==> src/rtl/port_io_ctrl_pkg.sv <==
// Shared types and constants for the CPU-to-I/O-port sequencer.
package port_io_ctrl_pkg;

  typedef enum logic [1:0] {IDLE, WRITE, READ, ACK} state_t;

  localparam int IO_DW = 8;
  localparam int IO_NPORTS = 16;
  localparam logic [IO_DW-1:0] IO_ERR_DATA = 8'hFF;

endpackage

==> src/rtl/port_io_ctrl_if.sv <==
// CPU-side request/response bus of the I/O port sequencer.
interface port_io_ctrl_if #(
  parameter int AW = 4,
  parameter int DW = 8
);
  logic          cpu_req;
  logic          cpu_we;
  logic [AW-1:0] cpu_addr;
  logic [DW-1:0] cpu_wdata;
  logic [DW-1:0] cpu_rdata;
  logic          cpu_ack;
  logic          cpu_err;
  logic          cpu_busy;

  modport master (
    output cpu_req, cpu_we, cpu_addr, cpu_wdata,
    input  cpu_rdata, cpu_ack, cpu_err, cpu_busy
  );

  modport slave (
    input  cpu_req, cpu_we, cpu_addr, cpu_wdata,
    output cpu_rdata, cpu_ack, cpu_err, cpu_busy
  );
endinterface

==> src/rtl/port_io_ctrl_sync.sv <==
// Generic multi-flop synchroniser for asynchronous inputs, cleared on reset.
module port_io_ctrl_sync #(
  parameter int W      = 1,
  parameter int STAGES = 2
) (
  input  logic         clk,
  input  logic         reset,
  input  logic [W-1:0] d,
  output logic [W-1:0] q
);

  logic [STAGES-1:0][W-1:0] ff;

  always_ff @(posedge clk or posedge reset) begin
    if (reset) ff <= '0;
    else       ff <= {ff[STAGES-2:0], d};
  end

  assign q = ff[STAGES-1];

endmodule

==> src/rtl/port_io_ctrl.sv <==
// Sequences single CPU IN/OUT transactions onto 16 registered output ports
// and 16 synchronised input ports with per-port strobe/valid handshakes.
module port_io_ctrl
  import port_io_ctrl_pkg::*;
#(
  parameter int NPORTS      = IO_NPORTS,
  parameter int DW          = IO_DW,
  parameter int AW          = $clog2(NPORTS),
  parameter int SYNC_STAGES = 2,
  parameter int TIMEOUT     = 64
) (
  input  logic                        clk,
  input  logic                        reset,
  port_io_ctrl_if.slave               bus,
  input  logic [NPORTS-1:0][DW-1:0]   port_in,
  input  logic [NPORTS-1:0]           in_valid,
  output logic [NPORTS-1:0]           in_take,
  output logic [NPORTS-1:0][DW-1:0]   port_out,
  output logic [NPORTS-1:0]           out_strobe
);

  localparam int CW = $clog2(TIMEOUT + 1);

  state_t                     state, state_nxt;
  logic [AW-1:0]              addr_q;
  logic [DW-1:0]              wdata_q;
  logic [CW-1:0]              cnt;
  logic [NPORTS-1:0]          vsync;
  logic [NPORTS-1:0][DW-1:0]  dsync;
  logic                       addr_ok;
  logic                       rd_hit;
  logic                       rd_tmo;

  // Valid and data share one synchroniser so they arrive on the same cycle.
  port_io_ctrl_sync #(
    .W      (NPORTS * (DW + 1)),
    .STAGES (SYNC_STAGES)
  ) u_sync (
    .clk   (clk),
    .reset (reset),
    .d     ({in_valid, port_in}),
    .q     ({vsync, dsync})
  );

  assign addr_ok = int'(addr_q) < NPORTS;
  assign rd_hit  = addr_ok && vsync[addr_q];
  // Unmapped addresses complete immediately as an error read.
  assign rd_tmo  = !addr_ok || (cnt == CW'(TIMEOUT - 1));

  always_comb begin
    state_nxt = state;
    case (state)
      IDLE:    if (bus.cpu_req) state_nxt = bus.cpu_we ? WRITE : READ;
      WRITE:   state_nxt = ACK;
      READ:    if (rd_hit || rd_tmo) state_nxt = ACK;
      ACK:     state_nxt = IDLE;
      default: state_nxt = IDLE;
    endcase
  end

  always_ff @(posedge clk or posedge reset) begin
    if (reset) begin
      state         <= IDLE;
      addr_q        <= '0;
      wdata_q       <= '0;
      cnt           <= '0;
      port_out      <= '0;
      out_strobe    <= '0;
      in_take       <= '0;
      bus.cpu_rdata <= '0;
      bus.cpu_ack   <= 1'b0;
      bus.cpu_err   <= 1'b0;
      bus.cpu_busy  <= 1'b0;
    end else begin
      state        <= state_nxt;
      bus.cpu_ack  <= (state_nxt == ACK);
      bus.cpu_busy <= (state_nxt != IDLE);
      out_strobe   <= '0;
      in_take      <= '0;
      case (state)
        IDLE: begin
          if (bus.cpu_req) begin
            addr_q  <= bus.cpu_addr;
            wdata_q <= bus.cpu_wdata;
            cnt     <= '0;
          end
        end
        WRITE: begin
          bus.cpu_err <= 1'b0;
          if (addr_ok) begin
            port_out[addr_q]   <= wdata_q;
            out_strobe[addr_q] <= 1'b1;
          end
        end
        READ: begin
          if (rd_hit) begin
            bus.cpu_rdata   <= dsync[addr_q];
            bus.cpu_err     <= 1'b0;
            in_take[addr_q] <= 1'b1;
          end else if (rd_tmo) begin
            bus.cpu_rdata <= IO_ERR_DATA;
            bus.cpu_err   <= 1'b1;
          end else begin
            cnt <= cnt + 1'b1;
          end
        end
        default: ;
      endcase
    end
  end

endmodule

==> src/flat_wrapper.sv <==
// flat-port wrapper written by rule: the top's interface ports become plain ports
module port_io_ctrl_flat import port_io_ctrl_pkg::*;
#(
  parameter int NPORTS      = IO_NPORTS,
  parameter int DW          = IO_DW,
  parameter int AW          = $clog2(NPORTS),
  parameter int SYNC_STAGES = 2,
  parameter int TIMEOUT     = 64
)
  (clk, reset, port_in, in_valid, in_take, port_out, out_strobe, bus_cpu_req, bus_cpu_we, bus_cpu_addr, bus_cpu_wdata, bus_cpu_rdata, bus_cpu_ack, bus_cpu_err, bus_cpu_busy);
  port_io_ctrl_if #(.AW(AW), .DW(DW)) bus_i ();
  input  logic clk;
  input  logic reset;
  input  logic [NPORTS-1:0][DW-1:0] port_in;
  input  logic [NPORTS-1:0] in_valid;
  output logic [NPORTS-1:0] in_take;
  output logic [NPORTS-1:0][DW-1:0] port_out;
  output logic [NPORTS-1:0] out_strobe;
  input wire logic [$bits(bus_i.cpu_req)-1:0] bus_cpu_req;
  input wire logic [$bits(bus_i.cpu_we)-1:0] bus_cpu_we;
  input wire logic [$bits(bus_i.cpu_addr)-1:0] bus_cpu_addr;
  input wire logic [$bits(bus_i.cpu_wdata)-1:0] bus_cpu_wdata;
  output wire logic [$bits(bus_i.cpu_rdata)-1:0] bus_cpu_rdata;
  output wire logic [$bits(bus_i.cpu_ack)-1:0] bus_cpu_ack;
  output wire logic [$bits(bus_i.cpu_err)-1:0] bus_cpu_err;
  output wire logic [$bits(bus_i.cpu_busy)-1:0] bus_cpu_busy;
  assign bus_i.cpu_req = bus_cpu_req;
  assign bus_i.cpu_we = bus_cpu_we;
  assign bus_i.cpu_addr = bus_cpu_addr;
  assign bus_i.cpu_wdata = bus_cpu_wdata;
  assign bus_cpu_rdata = bus_i.cpu_rdata;
  assign bus_cpu_ack = bus_i.cpu_ack;
  assign bus_cpu_err = bus_i.cpu_err;
  assign bus_cpu_busy = bus_i.cpu_busy;
  port_io_ctrl #(.NPORTS(NPORTS), .DW(DW), .AW(AW), .SYNC_STAGES(SYNC_STAGES), .TIMEOUT(TIMEOUT)) u_core (.clk(clk), .reset(reset), .bus(bus_i), .port_in(port_in), .in_valid(in_valid), .in_take(in_take), .port_out(port_out), .out_strobe(out_strobe));
endmodule
==> config.mk <==
export PLATFORM = sky130hd
export DESIGN_NAME = port_io_ctrl_flat
export DESIGN_NICKNAME = d
export VERILOG_FILES = /design/src/rtl/port_io_ctrl_pkg.sv /design/src/rtl/port_io_ctrl_if.sv /design/src/rtl/port_io_ctrl_sync.sv /design/src/rtl/port_io_ctrl.sv /design/src/flat_wrapper.sv
export SDC_FILE = /design/constraint.sdc
export NUM_CORES = 1
export LEC_CHECK = 0
export BUFFER_PORTS_ARGS = -buffer_cell sky130_fd_sc_hd__buf_2
export CAP_MARGIN = 0
export CORE_ASPECT_RATIO = 0.75
export CORE_MARGIN = 1
export CORE_UTILIZATION = 45
export DETAILED_ROUTE_END_ITERATION = 6
export PLACE_DENSITY = 0.64
export SETUP_SLACK_MARGIN = 0.4
export SYNTH_ARGS = -nofsm -noshare
export SYNTH_HDL_FRONTEND = slang
export SYNTH_HIERARCHICAL = 1
export SYNTH_SLANG_ARGS = --single-unit
==> constraint.sdc <==
create_clock -name clk -period 29.8 [get_ports clk]
set_clock_uncertainty 0.1 [all_clocks]
set_input_delay 7.45 -clock clk [delete_from_list [all_inputs] [get_ports clk]]
set_output_delay 7.45 -clock clk [all_outputs]
set_load 0.01 [all_outputs]
==> key figures <==
Place
  • Dpl ws: 19.48 ns
  • Port-buffer cells: 330
  • HPWL Detailed: 23.5 mm
  • Gpl congestion: 0.795

Drt
  • 1st-iter DRT viols: 541
  • Routed Antenna Nets: 0
  • Residual DRC: 0
  • TritonRoute pass-1 iters: 4
  • Per-cell routed wire length: 19.2 um
  • DR vias/cell: 4.73
  • WL final: 34.8 mm
  • Via count: 8592

Synthesis
  • Net count after synthesis: 1235
  • Top-area cell type share of the netlist area: 72.1%
  • Post-synthesis area per instance: 15.6 sq um
  • Synth area leaders: dfrtp_1 (72%), buf_4 (6.5%), mux2_2 (6.3%)
  • Leading area contributor after synthesis: dfrtp_1
  • Syn Inst Count: 1071
  • Post-synth EDFFs: 0
  • Mapped cell area: 16700 sq um
  • Most common flop cell mapped by yosys: dfrtp_1
  • Asr flop ratio synth: 100%
  • Distinct cells, synth: 45
  • Seq/Total Area, Yosys: 72.1%
  • YS warnings: 6
  • Seq cells post-synth: 480

Global route
  • First-pass GRT wire length: 53.4 mm
  • Antenna violations before repair: 12
  • Gr usage total: 18.9%
  • Grt ovf: 0
  • Pin count of the biggest net entering global routing: 132
  • Vias in the first global route: 9026

Final layout
  • Fill cell count: 3030
  • Nets: 1442
  • Fraction of layout cells with a size suffix above 1: 42.5%
  • Commonest non-fill, non-tap cell in the layout: dfrtp_1
  • Fin util: 53.4%
  • Most frequent cells in the layout: dfrtp_1 (478), buf_2 (330), nand2_1 (153)
  • Area grow syn2layout: 15.8%

STA
  • Setup ws final: 20.27 ns
  • Tmin final: 9.53 ns
  • Setup violations, final: 0
  • Worst-Margin Slew: 1.09 ns
  • Final Cycle Share: 32.0%
  • Final Hold Fails: 0
  • Setup TNS: 0 ns
  • RSZ-0062 raised after global routing: false
  • Final Slew Violations: 0
  • Slew margin rel.: 27.1%
  • Achievable Freq: 105 MHz

Worst hold path
  • Worst hold endpoint: u_core/u_sync/q[62]
  • Hold Crit Depth: 0
  • Worst hold start: u_core/u_sync/ff[62]
  • Worst hold-check path type: flip-flop to flip-flop

Power and ir drop
  • Pwr/cell area: 98.8 nW/um^2
  • LEAKAGE: 9.55 nW
  • Peak VDD IR: 0.0460 mV
  • Overall Power: 1.91 mW

Floorplan
  • Core area: 36200 sq um
  • Row count: 60
  • Starting density of the core: 46.1%
  • IO Count: 331
  • Width of the die: 224 um
  • Die area: 37800 sq um
  • DIE HEIGHT: 169 um

Critical path
  • Crit path arrival time: 10.00 ns
  • Reg2reg path depth: 6
  • R2R Path Start: u_core/addr_q[1]
  • Crit path max fanout: 131
  • Worst reg2reg endpoint: u_core/bus.cpu_rdata[4]
  • R2r setup slk: 26.03 ns
  • CP Data Required Time: 30.26 ns
  • CP Launch Type: input port
  • CP Class: input port to asynchronous set/reset pin
  • CP endpoint kind: asynchronous set/reset pin

CTS
  • Worst-skew pair later-pin latency: 0.57 ns
  • Post-CTS setup buffers: 0
  • CTS hold repair buffers: 0
  • TritonCTS Buffers: 45
  • CTS root buf: clkbuf_16
  • Htree depth: 2
  • Reg clk slew, reported paths: 0.06 ns
  • Max Root-Sink Buffers: 3
  • Post_cts resized: 0
  • Clock sinks: 480
  • TritonCTS clock tree: built

Status
  • Status: finished, final reports clean

Job
  • Max_cap viols: 0
==> critical path: stages <==
cell and delay (ns):
buf_2 0.16, inv_8 0.58, buf_4 0.88, buf_4 0.84
==> cell families after synthesis <==
family | Yosys count | share of synthesized area [%]
AND/OR/NAND/NOR | 227 | 5.88
AO/OA/AOI/OAI | 26 | 1.25
adder cells (fa/ha/maj) | 4 | 0.300
buffers and inverters | 190 | 7.65
multiplexers | 144 | 12.9
flip-flops | 480 | 72.1
==> per-stage QoR <==
step	cells	hold WS (ns)	area, sq um
5_1_grt	1812	0.249	19300
3_5_place_dp	1727	0.235	17800
6_report	1815	0.239	19300
3_3_place_gp	1727	0.231	17800
2_1_floorplan	1071	0.231	16700
4_1_cts	1806	0.241	19300
==> cell usage after synthesis (4+ instances only) <==
library cell  instances
nor3_1                4
clkbuf_1             20
o22a_1                8
nand2_1             153
nor2_1               27
mux4_2               46
buf_2                 8
clkinv_1              6
buf_4               145
dfrtp_1             480
or3_1                 5
mux2_2               93
nand2b_1              7
and3_1                4
inv_1                 7
nand3_1               8
ha_1                  4
==> routing by layer <==
layer  share of wire [%]  global-route usage (%)  up-vias  routed length [um]
met3                 5.1                    3.99       72                1770
met5               0.078                       0        -                  27
met4                 2.7                    7.51        4                 951
met2                  48                    29.5      233               16800
li1                    -                       -     3852                   -
met1                  44                    26.3     4431               15200
==> how the worst max path moves through the flow <==
stage	startpoint	to	slack (ns)
final	reset	u_core/u_sync/ff[54]	20.27
after CTS	reset	u_core/u_sync/ff[54]	20.08
after floorplan	reset	u_core/u_sync/ff[0]	14.30
after global placement	reset	u_core/u_sync/ff[54]	19.55
after detailed placement	reset	u_core/u_sync/ff[54]	19.48
after global routing	reset	u_core/u_sync/ff[54]	19.72
==> where the power goes <==
| part | leakage, nW | switching, mW | internal (mW) |
|---|---|---|---|
| registers | 5.86 | 0.112 | 0.766 |
| clock network | 0.730 | 0.244 | 0.331 |
| logic | 2.96 | 0.234 | 0.220 |
| total | 9.55 | 0.591 | 1.32 |
==> flip-flops by register name (all words and copies together) (netlist names), 4 cells and up <==
| name | flops |
|---|---|
| u_core/out_strobe | 16 |
| u_core/cnt | 7 |
| u_core/u_sync/q | 144 |
| u_core/addr_q | 4 |
| u_core/in_take | 16 |
| u_core/bus.cpu_rdata | 8 |
| u_core/u_sync/ff | 144 |
| u_core/port_out | 128 |
| u_core/wdata_q | 8 |
==> layout make-up <==
type / count / area (sq um) / share of cell area (%)
Clock inverter: 18 / 254 / 1.32
Clock buffer: 61 / 1250 / 6.45
Sequential cell: 480 / 12000 / 62.2
Antenna cell: 9 / 22.5 / 0.117
Inverter: 13 / 63.8 / 0.330
Timing Repair Buffer: 337 / 1700 / 8.83
Tap cell: 496 / 621 / 3.21
Multi-Input combinational cell: 401 / 3380 / 17.5
Note: power is estimated with default switching activity, not from simulation.
